**src/rtl/uart_pkg.sv**
```systemverilog
// Shared UART definitions: FSM state encoding and oversampling ratio,
// common to the receiver and the future transmitter.
package uart_pkg;

    typedef enum logic [1:0] {
        IDLE  = 2'd0,
        START = 2'd1,
        DATA  = 2'd2,
        STOP  = 2'd3
    } uart_state_t;

    // s_tick strobes per serial bit period
    localparam int OVERSAMPLE = 16;

endpackage

```
**src/rtl/sync_2ff.sv**
```systemverilog
// Two-flop synchronizer for a single asynchronous input bit.
module sync_2ff #(
    parameter logic RESET_VAL = 1'b1
) (
    input  logic clk,
    input  logic reset_n,
    input  logic d,
    output logic q
);

    logic meta;

    // Two-stage capture; both flops reset to the line's idle level
    always_ff @(posedge clk or negedge reset_n) begin
        if (!reset_n) begin
            meta <= RESET_VAL;
            q    <= RESET_VAL;
        end else begin
            meta <= d;
            q    <= meta;
        end
    end

endmodule

```
**src/rtl/uart_rx.sv**
```systemverilog
// UART receiver with 16x oversampling: detects the start edge, samples
// each data bit in its middle, checks the stop bit and presents the byte.
//
// Output contract: rx_done_tick is a one-clk valid strobe with no ready
// (the receiver cannot be stalled); dout and framing_err change only in
// the cycle rx_done_tick is high and hold their values until the next one.
module uart_rx
    import uart_pkg::*;
#(
    parameter int DBIT    = 8,
    parameter int SB_TICK = 16
) (
    input  logic       clk,
    input  logic       reset_n,
    input  logic       s_tick,
    input  logic       rx,
    output logic [7:0] dout,
    output logic       rx_done_tick,
    output logic       framing_err,
    output logic       busy
);

    // Tick counter must reach SB_TICK-1 for stop bits longer than one bit
    localparam int SW = (SB_TICK > OVERSAMPLE) ? 5 : 4;

    localparam logic [SW-1:0] S_MID  = SW'(OVERSAMPLE / 2 - 1);
    localparam logic [SW-1:0] S_LAST = SW'(OVERSAMPLE - 1);
    localparam logic [SW-1:0] S_STOP = SW'(SB_TICK - 1);
    localparam logic [2:0]    N_LAST = 3'(DBIT - 1);
    // Bits shift in from the MSB end, so short frames sit high in b
    localparam int            ALIGN  = 8 - DBIT;

    uart_state_t   state, state_nx;
    logic [SW-1:0] s, s_nx;
    logic [2:0]    n, n_nx;
    logic [7:0]    b, b_nx;
    logic [7:0]    dout_nx;
    logic          framing_err_nx;
    logic          rx_done_nx;
    logic          rx_s;

    sync_2ff #(.RESET_VAL(1'b1)) u_sync (
        .clk     (clk),
        .reset_n (reset_n),
        .d       (rx),
        .q       (rx_s)
    );

    // State, counters and output registers
    always_ff @(posedge clk or negedge reset_n) begin
        if (!reset_n) begin
            state        <= IDLE;
            s            <= '0;
            n            <= '0;
            b            <= '0;
            dout         <= '0;
            framing_err  <= 1'b0;
            rx_done_tick <= 1'b0;
        end else begin
            state        <= state_nx;
            s            <= s_nx;
            n            <= n_nx;
            b            <= b_nx;
            dout         <= dout_nx;
            framing_err  <= framing_err_nx;
            rx_done_tick <= rx_done_nx;
        end
    end

    // Next-state and datapath: everything holds unless an s_tick advances it
    always_comb begin
        state_nx       = state;
        s_nx           = s;
        n_nx           = n;
        b_nx           = b;
        dout_nx        = dout;
        framing_err_nx = framing_err;
        rx_done_nx     = 1'b0;
        case (state)
            IDLE: begin
                // Start edge is seen regardless of s_tick phase
                if (!rx_s) begin
                    state_nx = START;
                    s_nx     = '0;
                end
            end
            START: begin
                if (s_tick) begin
                    if (s == S_MID) begin
                        if (!rx_s) begin
                            state_nx = DATA;
                            s_nx     = '0;
                            n_nx     = '0;
                        end else begin
                            // Line went back high before mid start bit: glitch
                            state_nx = IDLE;
                        end
                    end else begin
                        s_nx = s + 1'b1;
                    end
                end
            end
            DATA: begin
                if (s_tick) begin
                    if (s == S_LAST) begin
                        s_nx = '0;
                        b_nx = {rx_s, b[7:1]};
                        if (n == N_LAST) begin
                            state_nx = STOP;
                        end else begin
                            n_nx = n + 1'b1;
                        end
                    end else begin
                        s_nx = s + 1'b1;
                    end
                end
            end
            STOP: begin
                if (s_tick) begin
                    if (s == S_STOP) begin
                        state_nx       = IDLE;
                        dout_nx        = b >> ALIGN;
                        framing_err_nx = ~rx_s;
                        rx_done_nx     = 1'b1;
                    end else begin
                        s_nx = s + 1'b1;
                    end
                end
            end
            default: begin
                state_nx = IDLE;
            end
        endcase
    end

    assign busy = (state != IDLE);

endmodule
```
**config.mk**
```make
export PLATFORM = sky130hd
export DESIGN_NAME = uart_rx
export DESIGN_NICKNAME = d
export VERILOG_FILES = /design/src/rtl/uart_pkg.sv /design/src/rtl/sync_2ff.sv /design/src/rtl/uart_rx.sv
export SDC_FILE = /design/constraint.sdc
export NUM_CORES = 1
export LEC_CHECK = 0
export BUFFER_PORTS_ARGS = -buffer_cell sky130_fd_sc_hd__clkbuf_2
export CAP_MARGIN = 0
export CORE_MARGIN = 2
export CORE_UTILIZATION = 41
export CTS_BUF_LIST = sky130_fd_sc_hd__clkbuf_8 sky130_fd_sc_hd__clkbuf_16
export DETAILED_ROUTE_END_ITERATION = 7
export GPL_TIMING_DRIVEN = 0
export SLEW_MARGIN = 20
export SYNTH_ARGS = -nofsm -noshare
export SYNTH_HDL_FRONTEND = slang
export SYNTH_HIERARCHICAL = 1
export SYNTH_SLANG_ARGS = --single-unit
```
**constraint.sdc**
```tcl
create_clock -name clk -period 1.8 [get_ports clk]
set_input_delay 0.18 -clock clk [delete_from_list [all_inputs] [get_ports clk]]
set_output_delay 0.18 -clock clk [all_outputs]
set_load 0.05 [all_outputs]
```
==> impl_metrics.yaml <==
yosys:
  synthMostInstantiatedCell: "dfrtp_1"
  post_synth_inst_count: 100
  ys.warnings.count: 6
  synth.lib_cells_used.distinct: 31
  netlist_area_pre_place_um2: 1280
  synth_top_cells_by_count: "dfrtp_1 (27), mux2_2 (18), nor2_1 (5)"
  mappedNetlistNets: 107
  synth_top_cell_by_area: "dfrtp_1"
  dominantRegCellSynth: "dfrtp_1"
  seq_area_frac_synth: 0.568
  postSynthAreaPerCell_um2: 12.8
  synth_enable_flop_cells: 0
  synth_top_area_share: 0.527
  synth-seq-cells: 29
  share_of_synthesized_flip_flops_with_an_asynchronous_set_or_reset: 1.00
  synth_area_leaders: "dfrtp_1 (53%), mux2_2 (16%), dfstp_2 (4.1%)"
setup_path:
  critical_path.max_stage_delay_ns: 0.39
  arrival_ns: 1.85
  crit_chain: "ha_1, nand3_1, a32o_1, a211o_1, a22o_1"
  crit_path_max_fanout: 7
  crit_buf_inv: 0
  cpLargestDelayFamily: "compound AO/OA/AOI/OAI gates"
  worst_setup_path_start_kind: "flop"
  timing.setup.critical_path_class: "reg2reg"
  critical_path.endpoint_type: "flop"
  timing.critical_path.slowest_stage_cell: "dfrtp_1"
  critPathRequiredTime_ns: 1.97
die:
  design.die.area_um2: 3590
  die_height_um: 59.9
  floorplan.initialDensity: 0.427
  coreArea_um2: 3000
  die-width_um: 59.9
  rows: 20
  io_pins: 15
cts:
  cts_buffers: 5
  clk_pin_slew_worst_paths_ns: 0.06
  clock_tree.htree_level_count: 2
  clock_latency_ns: 0.28
  maximum_number_of_buffers_from_clock_root_to_sink: 2
  postCtsResizedCells: 0
  cts_root_buffer: "clkbuf_8"
  cts_tree: "built"
  clock_sinks: 29
cells_and_area:
  fillCellCount: 271
  num-nets-final: 131
  layoutNonFillerInstCount: 158
  share_of_post_route_cells_with_drive_strength_above_1: 0.392
  antenna-diode-count: 0
  final_design_area_no_fill_um2: 1550
  layout-area-overhead-vs-synth_pct: 20.9
route:
  antenna_violating_nets_post_route: 0
  remaining_drc_errors: 0
  drt-initial-drc-count: 11
  detailroute.via_count: 857
  vias_per_cell: 5.42
  detail_route.first_pass.iterations: 4
  routedWlPerCell_um: 13.4
  totalWireLength_um: 2110
placement:
  numPortBuffers: 14
  dpl_cell_area_um2: 1390
  dp_slack_ns: 0.0421
  detailed_place_hpwl_um: 1450
  dp.cells: 147
  gp_congestion: 0.786
timing:
  fin_setup_tns_ns: 0
  grt_setup_unrepaired: "false"
  slew-limit-headroom: 0.538
  period_needed_ns: 1.68
  setup_slack_ns: 0.120
  setup_viol_count_final: 0
  post-route-period-util: 0.934
  fin_skew_ns: 0.00803
  timing.final.max_slew_violations: 0
  maxClockFrequency_mhz: 595
  finalHoldViolations: 0
  worst-slew-pin-transition_ns: 0.693
run:
  drv.max_cap_violation_count: 0
grt:
  grt.total_usage: 0.146
  grt_pass1_wl_um: 3710
  first_global_vias: 817
  antenna_found_initial: 0
  grt-ovfl-total: 0
  grt_max_degree: 30
power_and_ir_drop:
  p_leak_nw: 0.778
  peakVddDrop_mv: 0.589
  power_per_cell_area_nw_per_um2: 1220
min_path:
  kind_of_path_behind_the_tightest_hold_check: "in2reg"
outcome:
  status: "finished, final reports clean"
[path summary, 6_finish.rpt]
path / startpoint / endpoint / slack [ns] / depth (start not counted)
setup / recovery: s[0]$_DFFE_PN0P_ / s[3]$_DFFE_PN0P_ / 0.12 / 5
hold / removal: s_tick / s[2]$_DFFE_PN0P_ / 0.21 / 3
setup reg to reg: s[0]$_DFFE_PN0P_ / s[3]$_DFFE_PN0P_ / 0.12 / 5
hold reg to reg: u_sync/meta$_DFF_PN1_ / u_sync/q$_DFF_PN1_ / 0.35 / 0
max in group asynchronous: reset_n / dout[3]$_DFFE_PN0P_ / 0.88 / 2
min in group asynchronous: reset_n / n[1]$_DFFE_PN0P_ / 0.48 / 2
[cells in the final DEF (no fill, tap or decap), drive strengths merged, types with 3 or more instances in the layout]
cell	count
nand2b	3
a21oi	3
nand2	4
mux2	18
a31oi	3
inv	5
ha	3
clkbuf	21
buf	4
nor2	7
dfrtp	27
a22o	3
[worst min-delay path: cells and delay by family]
kind,cells,cell delay [ns]
buffers and inverters,1,0.13
and+or+nand+nor,1,0.08
AOI/OAI and AO/OA,1,0.06
[where the power goes]
part | internal, W | switching (W)
Sequential | 0.000720 | 0.0000301
Combinational | 0.000179 | 0.000284
Clock | 0.000445 | 0.000236
[kinds of logic after synthesis]
kind of cell	after synthesis	share of synthesized area
compound gates	19	0.108
mux	18	0.158
flops	29	0.568
buf+inv	8	0.0293
fa+ha+maj	3	0.0293
simple gates	23	0.106
[registers in the layout, summed over array words and instances, names as in the netlist, named ones only]
signal	count
u_sync/meta	1
dout	8
state	1
rx_done_tick	1
n	3
framing_err	1
b	8
u_sync/q	1
s	4
[stage by stage]
stage	power, W	hold slack, ns	util
floorplan	0.00112	-0.116	-
global placement	0.00120	0.262	0.464
detailed placement	0.00122	0.270	0.464
CTS	0.00191	0.205	0.509
global route	0.00202	0.218	0.516
finish	0.00189	0.208	0.516
[area by class of cell]
cell class	count	area [um2]	share of cell area
Inverter	4	15.0	0.00969
Clock buffer	6	82.6	0.0533
Clock inverter	2	33.8	0.0218
Multi-Input combinational cell	63	515	0.333
Buffer	4	22.5	0.0145
Sequential cell	29	728	0.470
Tap cell	33	41.3	0.0267
Timing Repair Buffer	17	110	0.0711
[per-layer routing]
metal	track usage	routed length, um	vias to the layer above
met5	0	0	-
met1	0.186	1000	422
met4	0.0857	52	0
met2	0.213	965	17
li1	-	-	411
met3	0.0519	88	7
[repair_timing]
action / CTS / global route
hold buffers: 2 / 0
endpoints found under the setup margin: 0 / 12
hold endpoints to repair: 28 / 0
buffers inserted: 0 / 1
No activity file was read; power rests on OpenSTA's default activity.
